## src/rtl/led_pattern_gen.sv

```systemverilog
// Multi-channel LED pattern generator: per-channel OFF / ON / BLINK / BREATHE
// modes, all paced by one shared prescaler tick and dimmed by a common PWM counter.
module led_pattern_gen #(
  parameter int N_LEDS     = 4,
  parameter int CLK_FREQ   = 50000000,
  parameter int TICK_HZ    = 1000,
  parameter int PWM_BITS   = 8,
  parameter int BOOT_BLINK = 1
) (
  input  logic                                          sys_clk,
  input  logic                                          sys_rst,
  input  logic                                          cfg_valid,
  output logic                                          cfg_ready,
  input  logic [((N_LEDS > 1) ? $clog2(N_LEDS) : 1)-1:0] cfg_chan,
  input  logic [1:0]                                    cfg_mode,
  input  logic [15:0]                                   cfg_period,
  input  logic [PWM_BITS-1:0]                           cfg_duty,
  output logic [N_LEDS-1:0]                             user_led,
  output logic                                          tick
);

  localparam int TICK_DIV = CLK_FREQ / TICK_HZ;
  localparam int PW       = $clog2(TICK_DIV);
  localparam logic [PW-1:0]       PRESC_LAST = PW'(TICK_DIV - 1);
  localparam logic [PW-1:0]       PRESC_ONE  = PW'(1);
  localparam logic [PWM_BITS-1:0] PWM_MAX    = '1;
  localparam logic [PWM_BITS-1:0] PWM_ONE    = PWM_BITS'(1);

  typedef enum logic [1:0] {
    MODE_OFF     = 2'd0,
    MODE_ON      = 2'd1,
    MODE_BLINK   = 2'd2,
    MODE_BREATHE = 2'd3
  } mode_e;

  // Config handshake: a request transfers on any cycle where cfg_valid and
  // cfg_ready are both high; the master holds its fields stable until then.
  logic                cfg_fire;
  logic [31:0]         chan_ext;
  logic                ready_q, ready_d;
  logic [PW-1:0]       presc_q, presc_d;
  logic                tick_q, tick_d;
  logic [PWM_BITS-1:0] pwm_q, pwm_d;
  logic [N_LEDS-1:0]   led_q, led_d;

  mode_e               mode_q     [N_LEDS];
  mode_e               mode_d     [N_LEDS];
  logic [15:0]         period_q   [N_LEDS];
  logic [15:0]         period_d   [N_LEDS];
  logic [PWM_BITS-1:0] duty_q     [N_LEDS];
  logic [PWM_BITS-1:0] duty_d     [N_LEDS];
  logic [15:0]         phase_q    [N_LEDS];
  logic [15:0]         phase_d    [N_LEDS];
  logic                blink_on_q [N_LEDS];
  logic                blink_on_d [N_LEDS];
  logic [PWM_BITS-1:0] level_q    [N_LEDS];
  logic [PWM_BITS-1:0] level_d    [N_LEDS];
  logic                down_q     [N_LEDS];
  logic                down_d     [N_LEDS];

  assign cfg_fire  = cfg_valid & ready_q;
  assign chan_ext  = 32'(cfg_chan);
  assign cfg_ready = ready_q;
  assign user_led  = led_q;
  assign tick      = tick_q;

  always_comb begin
    logic [15:0]         term;
    logic                ev;
    logic [PWM_BITS-1:0] lvl;
    term    = '0;
    ev      = 1'b0;
    lvl     = '0;
    ready_d = 1'b1;
    presc_d = (presc_q == PRESC_LAST) ? '0 : presc_q + PRESC_ONE;
    tick_d  = (presc_q == PRESC_LAST);
    pwm_d   = pwm_q + PWM_ONE;
    led_d   = '0;
    for (int i = 0; i < N_LEDS; i++) begin
      mode_d[i]     = mode_q[i];
      period_d[i]   = period_q[i];
      duty_d[i]     = duty_q[i];
      phase_d[i]    = phase_q[i];
      blink_on_d[i] = blink_on_q[i];
      level_d[i]    = level_q[i];
      down_d[i]     = down_q[i];

      // A zero period behaves as one tick per event.
      term = (period_q[i] == 16'd0) ? 16'd0 : period_q[i] - 16'd1;
      ev   = tick_q && (phase_q[i] == term);
      if (tick_q) phase_d[i] = ev ? 16'd0 : phase_q[i] + 16'd1;

      if (ev) begin
        case (mode_q[i])
          MODE_BLINK: blink_on_d[i] = ~blink_on_q[i];
          MODE_BREATHE: begin
            if (duty_q[i] != '0) begin
              if (!down_q[i]) begin
                level_d[i] = level_q[i] + PWM_ONE;
                if (level_q[i] + PWM_ONE == duty_q[i]) down_d[i] = 1'b1;
              end else begin
                level_d[i] = level_q[i] - PWM_ONE;
                if (level_q[i] == PWM_ONE) down_d[i] = 1'b0;
              end
            end
          end
          default: ;
        endcase
      end

      // An accepted write overrides any event landing on the same edge.
      if (cfg_fire && (chan_ext == 32'(i))) begin
        mode_d[i]     = mode_e'(cfg_mode);
        period_d[i]   = cfg_period;
        duty_d[i]     = cfg_duty;
        phase_d[i]    = 16'd0;
        blink_on_d[i] = 1'b1;
        level_d[i]    = '0;
        down_d[i]     = 1'b0;
      end

      case (mode_q[i])
        MODE_ON:      lvl = duty_q[i];
        MODE_BLINK:   lvl = blink_on_q[i] ? duty_q[i] : '0;
        MODE_BREATHE: lvl = level_q[i];
        default:      lvl = '0;
      endcase
      led_d[i] = (lvl == PWM_MAX) || (pwm_q < lvl);
    end
  end

  always_ff @(posedge sys_clk or posedge sys_rst) begin
    if (sys_rst) begin
      ready_q <= 1'b0;
      presc_q <= '0;
      tick_q  <= 1'b0;
      pwm_q   <= '0;
      led_q   <= '0;
      for (int i = 0; i < N_LEDS; i++) begin
        if ((i == 0) && (BOOT_BLINK == 1)) begin
          mode_q[i]   <= MODE_BLINK;
          period_q[i] <= 16'd500;
          duty_q[i]   <= PWM_MAX;
        end else begin
          mode_q[i]   <= MODE_OFF;
          period_q[i] <= 16'd1;
          duty_q[i]   <= '0;
        end
        phase_q[i]    <= 16'd0;
        blink_on_q[i] <= 1'b1;
        level_q[i]    <= '0;
        down_q[i]     <= 1'b0;
      end
    end else begin
      ready_q <= ready_d;
      presc_q <= presc_d;
      tick_q  <= tick_d;
      pwm_q   <= pwm_d;
      led_q   <= led_d;
      for (int i = 0; i < N_LEDS; i++) begin
        mode_q[i]     <= mode_d[i];
        period_q[i]   <= period_d[i];
        duty_q[i]     <= duty_d[i];
        phase_q[i]    <= phase_d[i];
        blink_on_q[i] <= blink_on_d[i];
        level_q[i]    <= level_d[i];
        down_q[i]     <= down_d[i];
      end
    end
  end

endmodule

```

## config.mk

```make
export PLATFORM = sky130hd
export DESIGN_NAME = led_pattern_gen
export DESIGN_NICKNAME = d
export VERILOG_FILES = /design/src/rtl/led_pattern_gen.sv
export SDC_FILE = /design/constraint.sdc
export NUM_CORES = 1
export LEC_CHECK = 0
export ABC_AREA = 1
export ABC_CLOCK_PERIOD_IN_PS = 10000
export CAP_MARGIN = 30
export CORE_ASPECT_RATIO = 0.8
export CORE_UTILIZATION = 54
export DETAILED_ROUTE_END_ITERATION = 10
export PLACE_DENSITY = 0.71
export SKIP_LAST_GASP = 1
export SYNTH_ARGS = -nofsm -noshare
export SYNTH_HDL_FRONTEND = slang
export SYNTH_SLANG_ARGS = --single-unit
```

## constraint.sdc

```tcl
create_clock -name sys_clk -period 10 [get_ports sys_clk]
set_clock_uncertainty 0.2 [all_clocks]
set_input_delay 2 -clock sys_clk [delete_from_list [all_inputs] [get_ports sys_clk]]
set_output_delay 2 -clock sys_clk [all_outputs]
set_load 0.05 [all_outputs]
```

==> out/metrics.sh, run 1 <==
PWR-SHARE-COMB=0.287
INITIALDRTVIOLATIONCOUNT=1323
SYN-NUM-NETS=2623
SYNTH_SEQUENTIAL_AREA_RATIO=0.351
SYNTH-WARNING-COUNT=0
CRIT_FAMILY='buffers and inverters'
AVGVIACOUNTPERCELL=5.60
GLOBALROUTETOTALUTIL=0.297
POWER.SHARE.SEQUENTIAL=0.387
CP_SLOWEST_STAGE_DELAY_NS=0.90
CRIT_PATH_START_KIND='input pin'
FINAL_MAX_SLEW_VIOL_COUNT=0
CTS_HOLD_BUFFERS=0
CORE_AREA_SQ_UM=30700
CTS_BUFFERS=27
INTPOWER_uW=2020
CLOCK_INSERTION_DELAY_WORST_SKEW_NS=0.57
GRT_SETUP_UNREPAIRED='no'
FINALCRITPERIODSHARE=0.471
PLACE.GP.CONGESTION=0.936
POST_LAYOUT_NONFILLER_INSTANCES=2981
TIMING.CRITICAL_PATH.CELLS='clkdlybuf4s50_1 > inv_1 > nor3_4 > buf_4 > clkinv_1 > nand2_1 > o21ai_0'
CLOCK_SINKS=238
DIE_AREA_SQ_UM=32300
POST-ROUTE-UTIL=0.608
CTS_REPAIR_RESIZE_COUNT=0
ANTENNA_FOUND_INITIAL=0
STATUS='completed'
DRTPASS1ITERATIONS=6
REPORT.FINAL.SETUP_VIOL=0
DRCVIOLATIONCOUNT=0
CP.ARRIVAL_NS=4.94
START_UTIL=0.555
POST_CTS_SETUP_BUFFER_COUNT=0
ENDPOINT_KIND='flip-flop'
FINAL-SEQ-AREA_SQ_UM=5980
ANTENNA_CELLS=0
BOUNDARYPINS=37
POWER_DENSITY_RELATIVE_TO_CELL_AREA_nW_PER_UM2=170
WORST_SLEW_PIN_SLEW_NS=1.02
NETLIST_AREA_PRE_PLACE_SQ_UM=17100
ASYNCSETRESETFLOPFRACSYNTH=1.00
CTS.ROOT.BUFFER_CELL='sky130_fd_sc_hd__clkbuf_16'
DRIVE_GT1_FRAC=0.0530
STATIC-LEAKAGE-POWER_uW=0.00929
FINALHOLDWORSTSLACK_NS=0.255
CRIT_SLOWEST_CELL='sky130_fd_sc_hd__clkinv_1'
WORST-ENDPOINT-REQUIRED_NS=10.23
NETSWITCHINGFRACTION=0.366
MAX_SLEW_MARGIN=0.322
PATH_BUF_INV=4
SWITCHING_POWER_uW=1160
CORE.ROWCOUNT=57
CRIT_TYPE='in2reg'
POWER.CLOCK.FRACTION=0.326
DIE_SPAN_Y_UM=161
CRITPATHMAXFANOUT=44
WORST_SLACK_NS=5.29
WIRELENGTH_MM=47.1
TOTAL_NEGATIVE_SETUP_SLACK_NS=0
MULTI_INPUT_COMB_AREA_SQ_UM=9540
GRT_OVERFLOW_TOTAL=0
CLOCK_PATH_BUFFERS=3
PLACED_CELLS=2930
DP.FINAL_HPWL_MM=34.4
FINALHOLDVIOLCOUNT=0
POST_SYNTH_NUM_CELL_TYPES=53
WORSTHOLDPATHTYPE='reg2reg'
FILLER_CELL_COUNT=2839
GRT_PASS1_WL_MM=78.4
ROUTEDWLPERCELL_UM=15.8
DPL_WORST_SLACK_NS=4.75
DRV_CAP=0
DESIGN.FINAL.NETS=2628
TRITONCTS='yes'
DRT.ANTENNA.VIOLATING_NETS=0
DOMINANTREGCELLSYNTH='sky130_fd_sc_hd__dfrtp_1'
HTREE_LEVELS=1
IO_BUFFERS=36
PIN_COUNT_OF_THE_BIGGEST_NET_ENTERING_GLOBAL_ROUTING=89
POST-ROUTE-MIN-PERIOD_NS=4.71
VIA_COUNT_OF_THE_FIRST_GLOBAL_ROUTING_PASS=15300
IR_DROP_mV=0.139
LAYOUT-AREA-OVERHEAD-VS-SYNTH_PCT=9.44
YOSYS_REGISTER_BITS=238
FMAX_MHz=212
SYNTH-EDFF-COUNT=0
SYN_INST=2542
WORST_SETUP_HOLD_PATH_CLK_SLEW_NS=0.06
DIE_X_UM=201
SYNTH_AREA_PER_CELL_SQ_UM=6.71
ROUTED-VIA-COUNT=16700
-- layout by cell type (no fill, tap or decap), types with 8 or more instances in the layout --
cell | synthesis | layout
sky130_fd_sc_hd__xor2_1 | 72 | 72
sky130_fd_sc_hd__a22oi_1 | 21 | 21
sky130_fd_sc_hd__ha_1 | 50 | 50
sky130_fd_sc_hd__clkdlybuf4s50_1 | 0 | 36
sky130_fd_sc_hd__nand2_1 | 719 | 719
sky130_fd_sc_hd__clkbuf_16 | 0 | 27
sky130_fd_sc_hd__o22ai_1 | 12 | 12
sky130_fd_sc_hd__clkbuf_8 | 0 | 8
sky130_fd_sc_hd__nand2_2 | 8 | 8
sky130_fd_sc_hd__nand4_1 | 108 | 108
sky130_fd_sc_hd__nand3_1 | 266 | 266
sky130_fd_sc_hd__inv_1 | 315 | 314
sky130_fd_sc_hd__nor4_1 | 19 | 19
sky130_fd_sc_hd__buf_4 | 4 | 9
sky130_fd_sc_hd__dfrtp_1 | 216 | 216
sky130_fd_sc_hd__o21ai_0 | 205 | 205
sky130_fd_sc_hd__nor3_1 | 31 | 28
sky130_fd_sc_hd__a21oi_1 | 43 | 43
sky130_fd_sc_hd__nor2_1 | 264 | 264
sky130_fd_sc_hd__dfstp_2 | 22 | 22
sky130_fd_sc_hd__nor2_2 | 15 | 15
sky130_fd_sc_hd__xnor2_1 | 12 | 12
-- logic make-up after synthesis --
group | synth area share
adder cells (fa/ha/maj) | 0.0367
XOR/XNOR | 0.0454
buffers and inverters | 0.0918
other | 0.000220
flip-flops | 0.351
AO/OA/AOI/OAI | 0.0964
AND/OR/NAND/NOR | 0.379
-- routing by layer --
metal,GRT usage,part of all wire
met5,0,0
met2,0.453,0.43
met1,0.435,0.48
met4,0.0701,0.022
met3,0.0561,0.077
-- through the flow --
step | power, uW | instance area, sq um
floorplan | 1890 | 17100
global placement | 2110 | 17700
detailed placement | 2140 | 17700
CTS | 3180 | 18700
global route | 3380 | 18700
finish | 3180 | 18700
-- power by group through the flow --
| stage | registers (uW) | clock network [uW] | logic (uW) |
|---|---|---|---|
| after global placement | 1240 | 0 | 868 |
| after detailed placement | 1240 | 0 | 897 |
| after CTS | 1230 | 1050 | 900 |
| after floorplan | 1230 | 0 | 665 |
| final | 1230 | 1040 | 911 |
| after global routing | 1250 | 1090 | 1040 |
-- final cells by class --
type                       count  share of cell area
clock buffer                  37              0.0425
clock inverter                13             0.00683
inverter                     320              0.0647
multi-input combinational   1912               0.511
sequential                   238               0.320
tap                          413              0.0277
timing repair buffer          48              0.0273
-- worst register-to-register path, stage by stage, from the launching register on --
cell                      delay, ns
sky130_fd_sc_hd__dfstp_2       0.51
sky130_fd_sc_hd__inv_1         0.09
sky130_fd_sc_hd__ha_1          0.29
sky130_fd_sc_hd__nand2_1       0.19
sky130_fd_sc_hd__nor2_1        0.08
sky130_fd_sc_hd__nand2_2       0.44
sky130_fd_sc_hd__nand2_1       0.15
sky130_fd_sc_hd__o21ai_0       0.22
sky130_fd_sc_hd__nand2_1       0.07
sky130_fd_sc_hd__nor2_1        0.16
sky130_fd_sc_hd__nand3_1       0.14
sky130_fd_sc_hd__nor2_2        0.60
sky130_fd_sc_hd__nand4_1       0.18
sky130_fd_sc_hd__nand2_1       0.11
-- path summary, 6_finish.rpt --
| check | start | to | slack (ns) | depth (start not counted) |
|---|---|---|---|---|
| setup / recovery | cfg_chan[1] | phase_q[6] | 5.29 | 7 |
| hold / removal | presc_q[0] | presc_q[0] | 0.26 | 1 |
| setup reg to reg | period_q[32] | level_q[22] | 6.49 | 13 |
| hold reg to reg | presc_q[0] | presc_q[0] | 0.26 | 1 |
| max in group asynchronous | sys_rst | period_q[56] | 6.68 | 4 |
| min in group asynchronous | sys_rst | user_led[0] | 1.74 | 2 |
-- state kept, by name, summed over array words and instances (netlist names) --
register / flops
duty_q: 32
period_q: 64
blink_on_q: 4
mode_q: 8
level_q: 32
phase_q: 64
user_led: 4
down_q: 4
pwm_q: 8
presc_q: 16
tick: 1
cfg_ready: 1
-- synth_stat cells, types with 6 or more instances --
library cell / count / area, sq um
sky130_fd_sc_hd__inv_1: 315 / 1180
sky130_fd_sc_hd__nor3b_1: 7 / 52.6
sky130_fd_sc_hd__nand2_1: 719 / 2700
sky130_fd_sc_hd__nand2_2: 8 / 50.1
sky130_fd_sc_hd__nand4_1: 108 / 676
sky130_fd_sc_hd__nor2_1: 264 / 991
sky130_fd_sc_hd__xor2_1: 72 / 631
sky130_fd_sc_hd__xnor2_1: 12 / 105
sky130_fd_sc_hd__nor2_2: 15 / 93.8
sky130_fd_sc_hd__clkbuf_1: 52 / 195
sky130_fd_sc_hd__o22ai_1: 12 / 75.1
sky130_fd_sc_hd__nand3_1: 266 / 1330
sky130_fd_sc_hd__o21ai_0: 205 / 1030
sky130_fd_sc_hd__dfstp_2: 22 / 578
sky130_fd_sc_hd__nor3_1: 31 / 155
sky130_fd_sc_hd__a22oi_1: 21 / 158
sky130_fd_sc_hd__nor4_1: 19 / 119
sky130_fd_sc_hd__ha_1: 50 / 626
sky130_fd_sc_hd__a21oi_1: 43 / 215
sky130_fd_sc_hd__dfrtp_1: 216 / 5410
sky130_fd_sc_hd__or2_2: 6 / 37.5
sky130_fd_sc_hd__buf_6: 10 / 113
sky130_fd_sc_hd__nand3b_1: 6 / 45.0
sky130_fd_sc_hd__nand3_2: 6 / 60.1
Note: power is estimated with default switching activity, not from simulation.
==> run 2: changes to the inputs <==
--- a/config.mk
+++ b/config.mk
@@ -6,12 +6,12 @@
 export NUM_CORES = 1
 export LEC_CHECK = 0
 export ABC_AREA = 1
-export ABC_CLOCK_PERIOD_IN_PS = 10000
+export ABC_CLOCK_PERIOD_IN_PS = 3890
 export CAP_MARGIN = 30
 export CORE_ASPECT_RATIO = 0.8
 export CORE_UTILIZATION = 54
 export DETAILED_ROUTE_END_ITERATION = 10
-export PLACE_DENSITY = 0.71
+export PLACE_DENSITY = 0.74
 export SKIP_LAST_GASP = 1
 export SYNTH_ARGS = -nofsm -noshare
 export SYNTH_HDL_FRONTEND = slang
==> constraint.sdc (replaced) <==
create_clock -name sys_clk -period 3.89 [get_ports sys_clk]
set_clock_uncertainty 0.2 [all_clocks]
set_input_delay 0.778 -clock sys_clk [delete_from_list [all_inputs] [get_ports sys_clk]]
set_output_delay 0.778 -clock sys_clk [all_outputs]
set_load 0.05 [all_outputs]
==> run 2 against run 1 <==
Non-clock buffer count increased by 12. Setup slack got worse by 4.7 ns. Final area increased by 0.36%. Global-route usage increased by 0.58 points. Sequential cell count unchanged. Final cell count increased by 0.37%. Critical endpoint is now level_q[23]. Critical path depth increased by 6. First-iteration DRC count increased by 20%.
==> out/metrics.sh, run 2 (synthesis results as in run 1) <==
STATUS='completed'
WORSTHOLDSTART='presc_q[0]'
TRITONCTS='yes'
DRV_CAP=0  # unchanged
CRIT_PATH_START_KIND='flip-flop'
ANTENNA_CELLS=0  # unchanged
CLOCK_INSERTION_DELAY_WORST_SKEW_NS=0.56  # about the same
CP.ARRIVAL_NS=3.58  # -1.36 ns
AVGVIACOUNTPERCELL=5.67  # +1.3%
WORST-ENDPOINT-REQUIRED_NS=4.18  # -6.05 ns
ROUTE.LAYER.MET1.WL_MM=22.9  # +2.5%
REPORT.FINAL.SETUP_VIOL=0  # unchanged
CRIT_TYPE='reg2reg'
GRT_PASS1_WL_MM=80.6  # +2.8%
WL_MET3_MM=3.56  # -2.0%
FF2FF_PATH_DEPTH=13  # unchanged
CORE.ROWCOUNT=57  # unchanged
CTS_BUFFERS=27  # unchanged
LAYOUT-AREA-OVERHEAD-VS-SYNTH_PCT=9.84
LAYOUT.CELL_AREA.NON_FILLER_SQ_UM=18700  # +0.36%
LAYOUT_COMMON_CELLS='719 x sky130_fd_sc_hd__nand2_1, 314 x sky130_fd_sc_hd__inv_1, 266 x sky130_fd_sc_hd__nand3_1'
ROUTEDWLPERCELL_UM=16.1  # +1.8%
FMAX_MHz=303
ORIGIN_OF_THE_CRITICAL_FLOP_TO_FLOP_PATH='period_q[32]'
FINAL_MAX_SLEW_VIOL_COUNT=0  # unchanged
POST-ROUTE-MIN-PERIOD_NS=3.30
FINAL_COMMON_CELL='sky130_fd_sc_hd__nand2_1'
PLACE.GP.CONGESTION=0.956  # +2.1%
STATIC-LEAKAGE-POWER_uW=0.00931  # +0.23%
WIRELENGTH_MM=48.1  # +2.2%
DRCVIOLATIONCOUNT=0  # unchanged
PIN_COUNT_OF_THE_BIGGEST_NET_ENTERING_GLOBAL_ROUTING=47  # -47%
START_UTIL=0.555  # unchanged
BIGGESTREGSBYFLOPS='period_q: 64 flops, phase_q: 64 flops'
POWER_DENSITY_RELATIVE_TO_CELL_AREA_nW_PER_UM2=432  # +150%
CRIT-REG2REG-CAPTURE='level_q[23]'
WORST_SLEW_PIN_SLEW_NS=0.928  # -0.0888 ns
CRITPATHMAXFANOUT=34  # -23%
ROUTED-VIA-COUNT=17000  # +1.7%
WHS_PATH_DEPTH=1  # unchanged
IR_DROP_mV=0.378  # +170%
GLOBALROUTETOTALUTIL=0.303  # +0.00578
CORE_AREA_SQ_UM=30700  # unchanged
DIE_X_UM=201  # unchanged
DRT.ANTENNA.VIOLATING_NETS=0  # unchanged
FINALHOLDVIOLCOUNT=0  # unchanged
PLACEDINSTANCEAREA_SQ_UM=17900  # +0.84%
CTS.ROOT.BUFFER_CELL='sky130_fd_sc_hd__clkbuf_16'
ANTENNA_FOUND_INITIAL=0  # unchanged
WORSTHOLDPATHTYPE='reg2reg'
DRTPASS1ITERATIONS=6  # unchanged
TOTAL_POWER_uW=8090  # +150%
FINALCRITPERIODSHARE=0.847
CTS_HOLD_BUFFERS=0  # unchanged
WORST_SETUP_HOLD_PATH_CLK_SLEW_NS=0.06  # about the same
BOUNDARYPINS=37  # unchanged
MAX_SLEW_MARGIN=0.380  # +0.0579
R2R_SETUP_SLACK_NS=0.59  # -5.90 ns
INITIALDRTVIOLATIONCOUNT=1586  # +20%
DRIVE_GT1_FRAC=0.0554  # +0.00249
CLOCK_SINKS=238  # unchanged
HTREE_LEVELS=1  # unchanged
GRT_SETUP_UNREPAIRED='no'
TOP_SIGNAL_LAYER_USED='met4'
DIE_SPAN_Y_UM=161  # unchanged
ENDPOINT_KIND='flip-flop'
VIA_COUNT_OF_THE_FIRST_GLOBAL_ROUTING_PASS=15900  # +3.6%
DR_WL_MET2_MM=20.8  # +3.6%
POST_CTS_SETUP_BUFFER_COUNT=0  # unchanged
CLOCK_PATH_BUFFERS=3  # unchanged
GRT_OVERFLOW_TOTAL=0  # unchanged
CTS_REPAIR_RESIZE_COUNT=0  # unchanged
DESIGN.FINAL.NETS=2640  # +0.46%
IO_BUFFERS=36  # unchanged
DIE_AREA_SQ_UM=32300  # unchanged
DP.FINAL_HPWL_MM=35.9  # +4.3%
WORST_CASE_HOLD_PATH_END_POINT='presc_q[0]'
run 2: cell types whose count changed in the layout (fill, tap and decap cells not counted):
cell / delta
sky130_fd_sc_hd__clkbuf_1: +4
sky130_fd_sc_hd__clkinv_4: -1
sky130_fd_sc_hd__buf_16: -2
sky130_fd_sc_hd__clkbuf_8: -5
sky130_fd_sc_hd__inv_6: -1
sky130_fd_sc_hd__clkinv_2: -1
sky130_fd_sc_hd__clkinvlp_4: +4
sky130_fd_sc_hd__inv_8: -1
sky130_fd_sc_hd__buf_12: +6
sky130_fd_sc_hd__buf_4: +8
run 2: area by class of cell:
class	count	area, sq um
Tap cell	413	517
Fill cell	2841	12000
Clock inverter	13	128
Multi-Input combinational cell	1912	9540
Inverter	320	1200
Timing Repair Buffer	60	636
Sequential cell	238	5980
Clock buffer	36	739
run 2: where the power goes:
| part | total, uW | leakage (uW) | internal [uW] | switching [uW] |
|---|---|---|---|---|
| logic | 2370 | 0.00589 | 816 | 1560 |
| clock network | 2550 | 0.000414 | 1470 | 1080 |
| registers | 3170 | 0.00301 | 2820 | 355 |
| total | 8090 | 0.00931 | 5100 | 2990 |
run 2: how the worst max path moves through the flow:
stage / start / to / cells past startpoint
2_1_floorplan: sys_rst / cfg_ready / 1
3_3_place_gp: cfg_chan[1] / phase_q[15] / 10
3_5_place_dp: cfg_chan[1] / phase_q[15] / 10
4_1_cts: period_q[32] / level_q[23] / 13
5_1_grt: period_q[32] / level_q[23] / 15
6_report: period_q[32] / level_q[23] / 13
run 2: critical path, cell delays in order (launching register included):
cell and delay [ns]:
sky130_fd_sc_hd__dfstp_2 0.51, sky130_fd_sc_hd__inv_1 0.09, sky130_fd_sc_hd__ha_1 0.28, sky130_fd_sc_hd__nand2_1 0.19
sky130_fd_sc_hd__nor2_1 0.08, sky130_fd_sc_hd__nand2_2 0.44, sky130_fd_sc_hd__nand2_1 0.14, sky130_fd_sc_hd__o21ai_0 0.23
sky130_fd_sc_hd__nand2_1 0.07, sky130_fd_sc_hd__nor2_1 0.11, sky130_fd_sc_hd__nand3_1 0.12, sky130_fd_sc_hd__nor2_2 0.48
sky130_fd_sc_hd__nand4_1 0.16, sky130_fd_sc_hd__nand2_1 0.11
run 2: through the flow:
step / hold slack (ns) / util / cells / setup slack, ns / setup TNS (ns)
5_1_grt: 0.296 / 0.610 / 2992 / 0.253 / 0
2_1_floorplan: 0.233 / - / 2542 / -0.190 / -41.02
3_3_place_gp: 0.247 / 0.581 / 2942 / 0.699 / 0
3_5_place_dp: 0.251 / 0.582 / 2943 / 0.660 / 0
4_1_cts: 0.271 / 0.610 / 2992 / 0.631 / 0
6_report: 0.270 / 0.610 / 2992 / 0.595 / 0
run 2: per-layer routing:
metal	GRT usage	up-vias
li1	-	8337
met1	0.450	7967
met2	0.468	590
met3	0.0412	64
met4	0.0666	0
met5	0	-
